File: config.mk
export PLATFORM = sky130hd
export DESIGN_NAME = serializer_input_arbiter
export DESIGN_NICKNAME = d
export VERILOG_FILES = /design/src/rtl/serializer_input_arbiter.sv
export SDC_FILE = /design/constraint.sdc
export NUM_CORES = 1
export LEC_CHECK = 0
export CORE_ASPECT_RATIO = 1.1
export CORE_MARGIN = 4
export CORE_UTILIZATION = 37
export CTS_BUF_LIST = sky130_fd_sc_hd__clkbuf_8
export DETAILED_ROUTE_END_ITERATION = 8
export PLACE_DENSITY_LB_ADDON = 0.25
export SLEW_MARGIN = 15
export SYNTH_ARGS = -nofsm -noshare
export SYNTH_HDL_FRONTEND = slang
export SYNTH_SLANG_ARGS = --single-unit
File: constraint.sdc
create_clock -name clk -period 3.6 [get_ports clk]
set_clock_uncertainty 0.1 [all_clocks]
set_input_delay 0.72 -clock clk [delete_from_list [all_inputs] [get_ports clk]]
set_output_delay 0.72 -clock clk [all_outputs]
set_load 0.005 [all_outputs]
File: src/rtl/serializer_input_arbiter.sv
// serializer_input_arbiter
// Merges K word channels into one tagged stream for a serializer. Sources are
// served round-robin. The current owner may keep the grant for up to MaxBurst
// consecutive words while others wait. A single registered output stage holds
// {tag, payload} until the serializer acknowledges it.
module serializer_input_arbiter #(
    parameter int K        = 4,
    parameter int N        = 36,
    parameter int MaxBurst = 4,
    parameter int TagW     = $clog2(K)
) (
    input  logic                clk,
    input  logic                reset,
    input  logic [K*N-1:0]      in_d,
    input  logic [K-1:0]        in_v,
    output logic [K-1:0]        in_a,
    output logic [TagW+N-1:0]   out_d,
    output logic                out_v,
    input  logic                out_a
);

    // The burst counter must be able to hold MaxBurst itself.
    localparam int CntW = $clog2(MaxBurst + 1);
    localparam logic [CntW-1:0] MAX_BURST_C = CntW'(MaxBurst);
    localparam logic [TagW-1:0] LAST_SRC_C  = TagW'(K - 1);

    typedef enum logic [0:0] {
        IDLE  = 1'b0,
        BURST = 1'b1
    } state_t;

    // Registered state
    state_t              state_r;
    logic [TagW-1:0]     owner_r;
    logic [CntW-1:0]     burst_cnt_r;
    logic                out_v_r;
    logic [TagW+N-1:0]   out_d_r;

    // Next-state values
    state_t              state_s;
    logic [TagW-1:0]     owner_s;
    logic [CntW-1:0]     burst_cnt_s;
    logic                out_v_s;
    logic [TagW+N-1:0]   out_d_s;

    // Combinational arbitration results
    logic                load_s;
    logic                capped_s;
    logic                keep_owner_s;
    logic [TagW-1:0]     sel_s;
    logic                sel_found_s;
    logic                transfer_s;
    logic [N-1:0]        payload_s;

    // Output stage can take a new word when empty or being drained this cycle.
    always_comb begin
        load_s       = !out_v_r || out_a;
        capped_s     = (burst_cnt_r >= MAX_BURST_C);
        keep_owner_s = (state_r == BURST) && in_v[owner_r] && !capped_s;
    end

    // Source selection: continue the burst, otherwise rotate starting after
    // the owner so that the owner itself is considered last.
    always_comb begin
        int              cand;
        logic [TagW-1:0] cand_idx;
        sel_s       = '0;
        sel_found_s = 1'b0;
        cand        = 0;
        cand_idx    = '0;
        if (load_s) begin
            if (keep_owner_s) begin
                sel_s       = owner_r;
                sel_found_s = 1'b1;
            end else begin
                for (int j = 1; j <= K; j++) begin
                    cand     = (int'(owner_r) + j) % K;
                    cand_idx = TagW'(cand);
                    if (!sel_found_s && in_v[cand_idx]) begin
                        sel_s       = cand_idx;
                        sel_found_s = 1'b1;
                    end else begin
                        sel_found_s = sel_found_s;
                    end
                end
            end
        end else begin
            sel_found_s = 1'b0;
        end
    end

    // A word moves when the output stage loads and a requester was found.
    always_comb begin
        transfer_s = load_s && sel_found_s;
        payload_s  = in_d[int'(sel_s)*N +: N];
    end

    // Acknowledge is one-hot on the winner and forced low while in reset.
    always_comb begin
        in_a = '0;
        if (reset && transfer_s) begin
            in_a[sel_s] = 1'b1;
        end else begin
            in_a = '0;
        end
    end

    // Next-state logic for the FSM, owner pointer, burst counter and output stage.
    always_comb begin
        state_s     = state_r;
        owner_s     = owner_r;
        burst_cnt_s = burst_cnt_r;
        out_v_s     = out_v_r;
        out_d_s     = out_d_r;
        if (load_s) begin
            if (sel_found_s) begin
                out_d_s = {sel_s, payload_s};
                out_v_s = 1'b1;
                state_s = BURST;
                if ((sel_s == owner_r) && (state_r == BURST) && !capped_s) begin
                    burst_cnt_s = burst_cnt_r + CntW'(1);
                end else begin
                    owner_s     = sel_s;
                    burst_cnt_s = CntW'(1);
                end
            end else begin
                // Nothing to send: go idle but keep owner as the RR pointer.
                out_v_s     = 1'b0;
                state_s     = IDLE;
                burst_cnt_s = '0;
            end
        end else begin
            // Serializer is stalling: hold everything so out_d stays stable.
            state_s = state_r;
        end
    end

    // State and output registers; reset leaves the RR pointer on the last source.
    always_ff @(posedge clk or negedge reset) begin
        if (!reset) begin
            state_r     <= IDLE;
            owner_r     <= LAST_SRC_C;
            burst_cnt_r <= '0;
            out_v_r     <= 1'b0;
            out_d_r     <= '0;
        end else begin
            state_r     <= state_s;
            owner_r     <= owner_s;
            burst_cnt_r <= burst_cnt_s;
            out_v_r     <= out_v_s;
            out_d_r     <= out_d_s;
        end
    end

    assign out_v = out_v_r;
    assign out_d = out_d_r;

endmodule
* After elaboration in Yosys (flattened, before gate mapping)
Index checks and enable logic that the tools add are counted.
** Storage, ports and cells
- Flip-flop bits (word level) :: 44
- Logic and storage cells :: 73
- Input port bits :: 151
** Operators by class
- Add/subtract/negate cells :: 5
- Order comparisons :: 8
- Shift-type cells :: 1
- Reductions and logical operators :: 18
- Multiply operators :: 1
- Bitwise operators :: 1
- Eq/ne operators :: 1
- Muxes and demuxes :: 34
** Operator list (count)
- variable part select 144 x 9 -> 36 bit :: 1
- 2-to-1 mux 1 bit :: 19
- < comparator 2 x 3 -> 1 bit (second input constant) :: 6
- 2-to-1 mux 2 bit :: 6
- binary-select mux 1 bit (select 2 bit) :: 5
- logical AND 1 bit :: 10
- multiplier 2 x 4 -> 6 bit (second input constant) :: 1
- 2-to-1 mux 3 bit :: 2
- zero test 1 bit :: 5
- adder 2 x 1 -> 2 bit (second input constant) :: 2
- adder 2 bit (second input constant) :: 2
- 2-to-1 mux 4 bit :: 1
- adder 3 x 1 -> 3 bit (second input constant) :: 1
- >= comparator 3 bit (second input constant) :: 1
- AND reduction 3 bit :: 1
- demux 1 bit (select 2 bit) :: 1
- equality test 2 bit :: 1
- >= comparator 2 x 1 -> 1 bit (second input constant) :: 1
- AND reduction 2 bit :: 1
- logical OR 1 bit :: 1
- inverter 1 bit :: 1

* Longest topological paths before layout
- Depth after elaboration :: 26
- Depth in mapped cells :: 9
- Gate-level depth less buffers :: 6

* Worst setup path after synthesis
No wires, ideal clock.
- Path type :: input -> output
- Start point :: input port in_v[0]
- End point :: output port in_a[3]
- Buffers on the path :: 3
- Stages on the path :: 8
- Required time :: 2.780 ns
- Arrival :: 2.234 ns
- Path slack :: 0.546 ns
- Cells stage by stage :: buf_2 -> mux2i_1 -> a21oi_1 -> a211o_1 -> a211o_1 -> clkbuf_1 -> clkbuf_1 -> nor3_1
** Between the ends
- Cells in the longest elaborated chain, start to end :: 25
** RTL lines
- start, declared :: RTL line 15 : input logic [K-1:0] in_v,
- binary-select mux 1 bit (select 2 bit) :: RTL line 79 : if (!sel_found_s && in_v[cand_idx]) begin
- 2-to-1 mux 1 bit (not written as such) :: RTL line 79
- 2-to-1 mux 1 bit :: RTL line 79
- 2-to-1 mux 1 bit :: RTL line 72 : if (keep_owner_s) begin
- 2-to-1 mux 1 bit :: RTL line 71 : if (load_s) begin
- zero test 1 bit :: RTL line 79
- logical AND 1 bit :: RTL line 79
- 2-to-1 mux 1 bit :: RTL line 79
- [9 not listed]
- 2-to-1 mux 2 bit :: RTL line 79
- 2-to-1 mux 2 bit :: RTL line 72
- 2-to-1 mux 2 bit :: RTL line 71
- < comparator 2 x 3 -> 1 bit (not written as such) / >= comparator 2 x 1 -> 1 bit (equally long branches) :: RTL line 102 : in_a[sel_s] = 1'b1;
- logical AND 1 bit (not written as such) :: RTL line 102
- 2-to-1 mux 1 bit (not written as such) :: RTL line 102
- demux 1 bit (select 2 bit) :: RTL line 102
- 2-to-1 mux 4 bit * :: RTL line 101 : if (reset && transfer_s) begin
- end, declared :: RTL line 16 : output logic [K-1:0] in_a,
Every way passes the cells marked *; elsewhere a longest branch is shown, timed or not. The select of a mux whose other input is x is not followed.

* Worst setup path after layout
- Start point :: input port out_a
- End point :: output port in_a[1]
** Between the ends
- Cells in the longest elaborated chain, start to end :: 7
** RTL lines
- start, declared :: RTL line 19 : input logic out_a
- logical OR 1 bit * :: RTL line 57 : load_s = !out_v_r || out_a;
- 2-to-1 mux 2 bit :: RTL line 71
- < comparator 2 x 3 -> 1 bit (not written as such) / >= comparator 2 x 1 -> 1 bit (equally long branches) :: RTL line 102
- logical AND 1 bit (not written as such) :: RTL line 102
- 2-to-1 mux 1 bit (not written as such) :: RTL line 102
- demux 1 bit (select 2 bit) :: RTL line 102
- 2-to-1 mux 4 bit * :: RTL line 101
Every way passes the cells marked *; elsewhere a longest branch is shown, timed or not.

==> flow_summary_export.csv <==
group,metric,value,unit
timing,hold_viol,0,
cells_and_area,layout-drive-gt1-share,10.14,%
run,cap_violations,0,
grt,grt_max_degree,45,
cts,cts_tree,"yes",
cells_and_area,syn_to_final_growth,78.12,%
cts,cts.sinks,44,
cells_and_area,final_area,0.005155,mm^2
critical_path,path_class,"input pin to primary output",
die,top_level_ports,194,
cts,cts_max_path_buffers,2,
critical_path,crit_cells,8,
critical_path,required,2780,ps
critical_path,timing.reg2reg.worst_path_depth,11,
pwr,vdd_drop_max,0.3084,mV
synth,syn-num-nets,442,
grt,antenna_found_initial,1,
detailed_routing,num_vias,3115,
cells_and_area,nFillCells,635,
cts,cts_inserted_buffers,5,
synth,yosysMostFrequentCell,"mux2i_1",
detailed_routing,via_per_inst,5.200,
timing,clock.fmax,282.9,MHz
placed_design,portBuffers,193,
critical_path,reg2reg_from,"owner_r[1]",
synth,syn_area,0.002894,mm^2
critical_path,crit_fanout,3,
timing,min_period,3535,ps
placed_design,place_congestion,0.8671,
die,rows,33,
die,die_w,92.33,um
critical_path,setup.worst_path.start,"out_a",
worst_hold_path,min_path_type,"register to register",
synth,ys_ff_latch,44,
status,status,"finished clean",
synth,syn_avg_cell_area,10.01,um^2
critical_path,crit_path_end,"in_a[1]",
grt,grt_pass1_wl,16.53,mm
cells_and_area,ff_latch_area,0.001104,mm^2
die,coreArea,0.007556,mm^2
critical_path,r2r-end,"out_d[17]",
critical_path,reg2reg_slack,550,ps
grt,grt_pass1_vias,3257,
synth,synth_cell_types,40,
synth,synth_top_cells_by_count,"74 x mux2i_1, 42 x dfrtp_1, 40 x nand2_1, 30 x o221ai_1, 14 x nor2_1",
timing,slew_viol_final,0,
synth,synth_ff_type,"dfrtp_1",
timing,setup-violations-final,0,
cts,clkTransAtPathRegs,90,ps
critical_path,worstSetupEndpointType,"primary output",
synth,synth-async-reset-ratio,100.0,%
critical_path,crit_buf_inv,4,
critical_path,path_delay_family,"buffers and inverters",
synth,syn_inst,289,
detailed_routing,wirelength,10.65,mm
detailed_routing,drtIter0Drc,99,
grt,grt-ovfl-total,0,
placed_design,hpwl,8.474,mm
synth,synth_top_area_share,36.32,%
die,initial_core_util,38.30,%
timing,finalWorstSetupSlack,64.72,ps
critical_path,cp_slowest_cell,"clkdlybuf4s50_1",
cells_and_area,multi_input_area,0.001654,mm^2
detailed_routing,drtAntennaViolNets,0,
timing,fin_setup_tns,0,ps
pwr,leakage,2.358,nW
critical_path,startpoint_type,"input pin",
die,dieArea,0.009302,mm^2
synth,yosysTopAreaCell,"dfrtp_1",
synth,netlist_top_cells_area,"dfrtp_1 36%, mux2i_1 26%, o221ai_1 9.1%, nand2_1 5.2%, a221oi_1 2.1%",
timing,rsz0062_at_grt,"true",
synth,yosys_warnings,0,
detailed_routing,drc,0,
cts,cts-root-buf,"clkbuf_8",
critical_path,slowest_delay,540,ps
timing,timing.hold.ws,386.5,ps
placed_design,place_area,0.004997,mm^2
cells_and_area,fin_nets,645,
detailed_routing,dr.pass1.iters,4,
critical_path,worstPathArrival,2720,ps
critical_path,path_cells,"clkdlybuf4s50_1, nor2b_1, a311oi_1, buf_4, a221oi_4, buf_4, nor3_1, clkdlybuf4s50_1",
grt,track_usage,22.33,%
die,die_h,100.8,um
placed_design,place_ws,-202.2,ps
timing,maxSlewHeadroom,55.94,%
detailed_routing,wl_per_cell,17.78,um
synth,synth_edf_count,0,
timing,fin_crit_sh,98.20,%
timing,tightest_slew,661.0,ps
pwr,power_density,632.7,mW/mm^2
synth,seq_area_frac_synth,38.13,%
cts,h-tree-depth,2,
cts,clk_latency,300,ps
## state kept, by name (all words and copies together) (netlist names)
name / cells
out_d: 38
burst_cnt_r: 3
owner_r: 2
out_v: 1
## per-stage QoR
step	util (%)	total power, W	std cells
floorplan	-	0.001939	289
global placement	66.14	0.002804	587
detailed placement	66.14	0.002842	587
CTS	67.56	0.003238	595
global route	68.22	0.003489	599
finish	68.22	0.003262	599
## cell usage in the layout, fill, tap and decap left out, types with 2 or more instances in the layout
cell type and n:
a211o_1 2, a21oi_1 5, a221oi_1 7, buf_4 28
clkbuf_2 2, clkbuf_8 5, clkdlybuf4s15_1 2, clkdlybuf4s50_1 187
dfrtp_1 42, dfstp_2 2, ha_1 2, inv_1 7
mux2i_1 74, nand2_1 40, nand2b_1 4, nor2_1 14
nor2b_1 2, nor3_1 3, nor3_4 2, o21a_1 2
o21ai_0 6, o221ai_1 29
## metal layers
metal / routed length, um / vias up / track usage, %
met2: 5938 / 124 / 42.52
met3: 689 / 19 / 5.302
li1: - / 1488 / -
met1: 3745 / 1484 / 24.11
met4: 277 / 0 / 7.314
met5: 0 / - / 0
## final cells by class
cell class                 count  area share (%)
clock inverter                 3          0.7524
inverter                       7          0.5097
antenna                        1         0.04854
clock buffer                   5           1.335
multi-input combinational    213           32.09
timing repair buffer         221           41.31
sequential                    44           21.41
tap                          105           2.549
## repair_timing
item / in CTS / in global routing
endpoints found under the setup margin: 4 / 4
hold buffers: 0 / 0
buffers inserted: 0 / 3
hold endpoints to repair: 0 / 0
pin swaps: 1 / 1
resized for setup: 5 / 12
## power by group
group          switching (W)  internal [W]  total (W)
Combinational       0.000879       0.00111    0.00199
Clock               0.000178      0.000204   0.000381
Sequential          0.000149      0.000740   0.000889
Total                0.00121       0.00206    0.00326
## worst min path at each step
stage | startpoint | end | slack [ps] | cells after the start
floorplan | reset | burst_cnt_r[0] | 320 | 0
detailed placement | burst_cnt_r[2] | burst_cnt_r[2] | 370 | 2
CTS | burst_cnt_r[2] | burst_cnt_r[2] | 390 | 2
global route | out_d[2] | out_d[2] | 420 | 2
finish | burst_cnt_r[2] | burst_cnt_r[2] | 390 | 2
global placement | out_d[36] | out_d[36] | 360 | 2
## logic make-up (layout without fill, tap and decap cells)
group | count (synthesis) | in the layout | synth area share [%]
AOI/OAI and AO/OA | 63 | 63 | 17.94
xor gates and xnor gates | 1 | 1 | 0.3027
adders and majority gates | 2 | 2 | 0.8645
buffers and inverters | 32 | 236 | 5.966
DFF | 44 | 44 | 38.13
muxes | 75 | 75 | 25.98
other | 0 | 1 | 0
and+or+nand+nor | 72 | 72 | 10.81
## worst min-delay path, delay by kind of cell, from the launching register on
family	cells	cell delay, ps
AO/OA/AOI/OAI	1	50
AND/OR/NAND/NOR	1	50
flip-flops	1	350
Note: power is estimated with default switching activity, not from simulation.
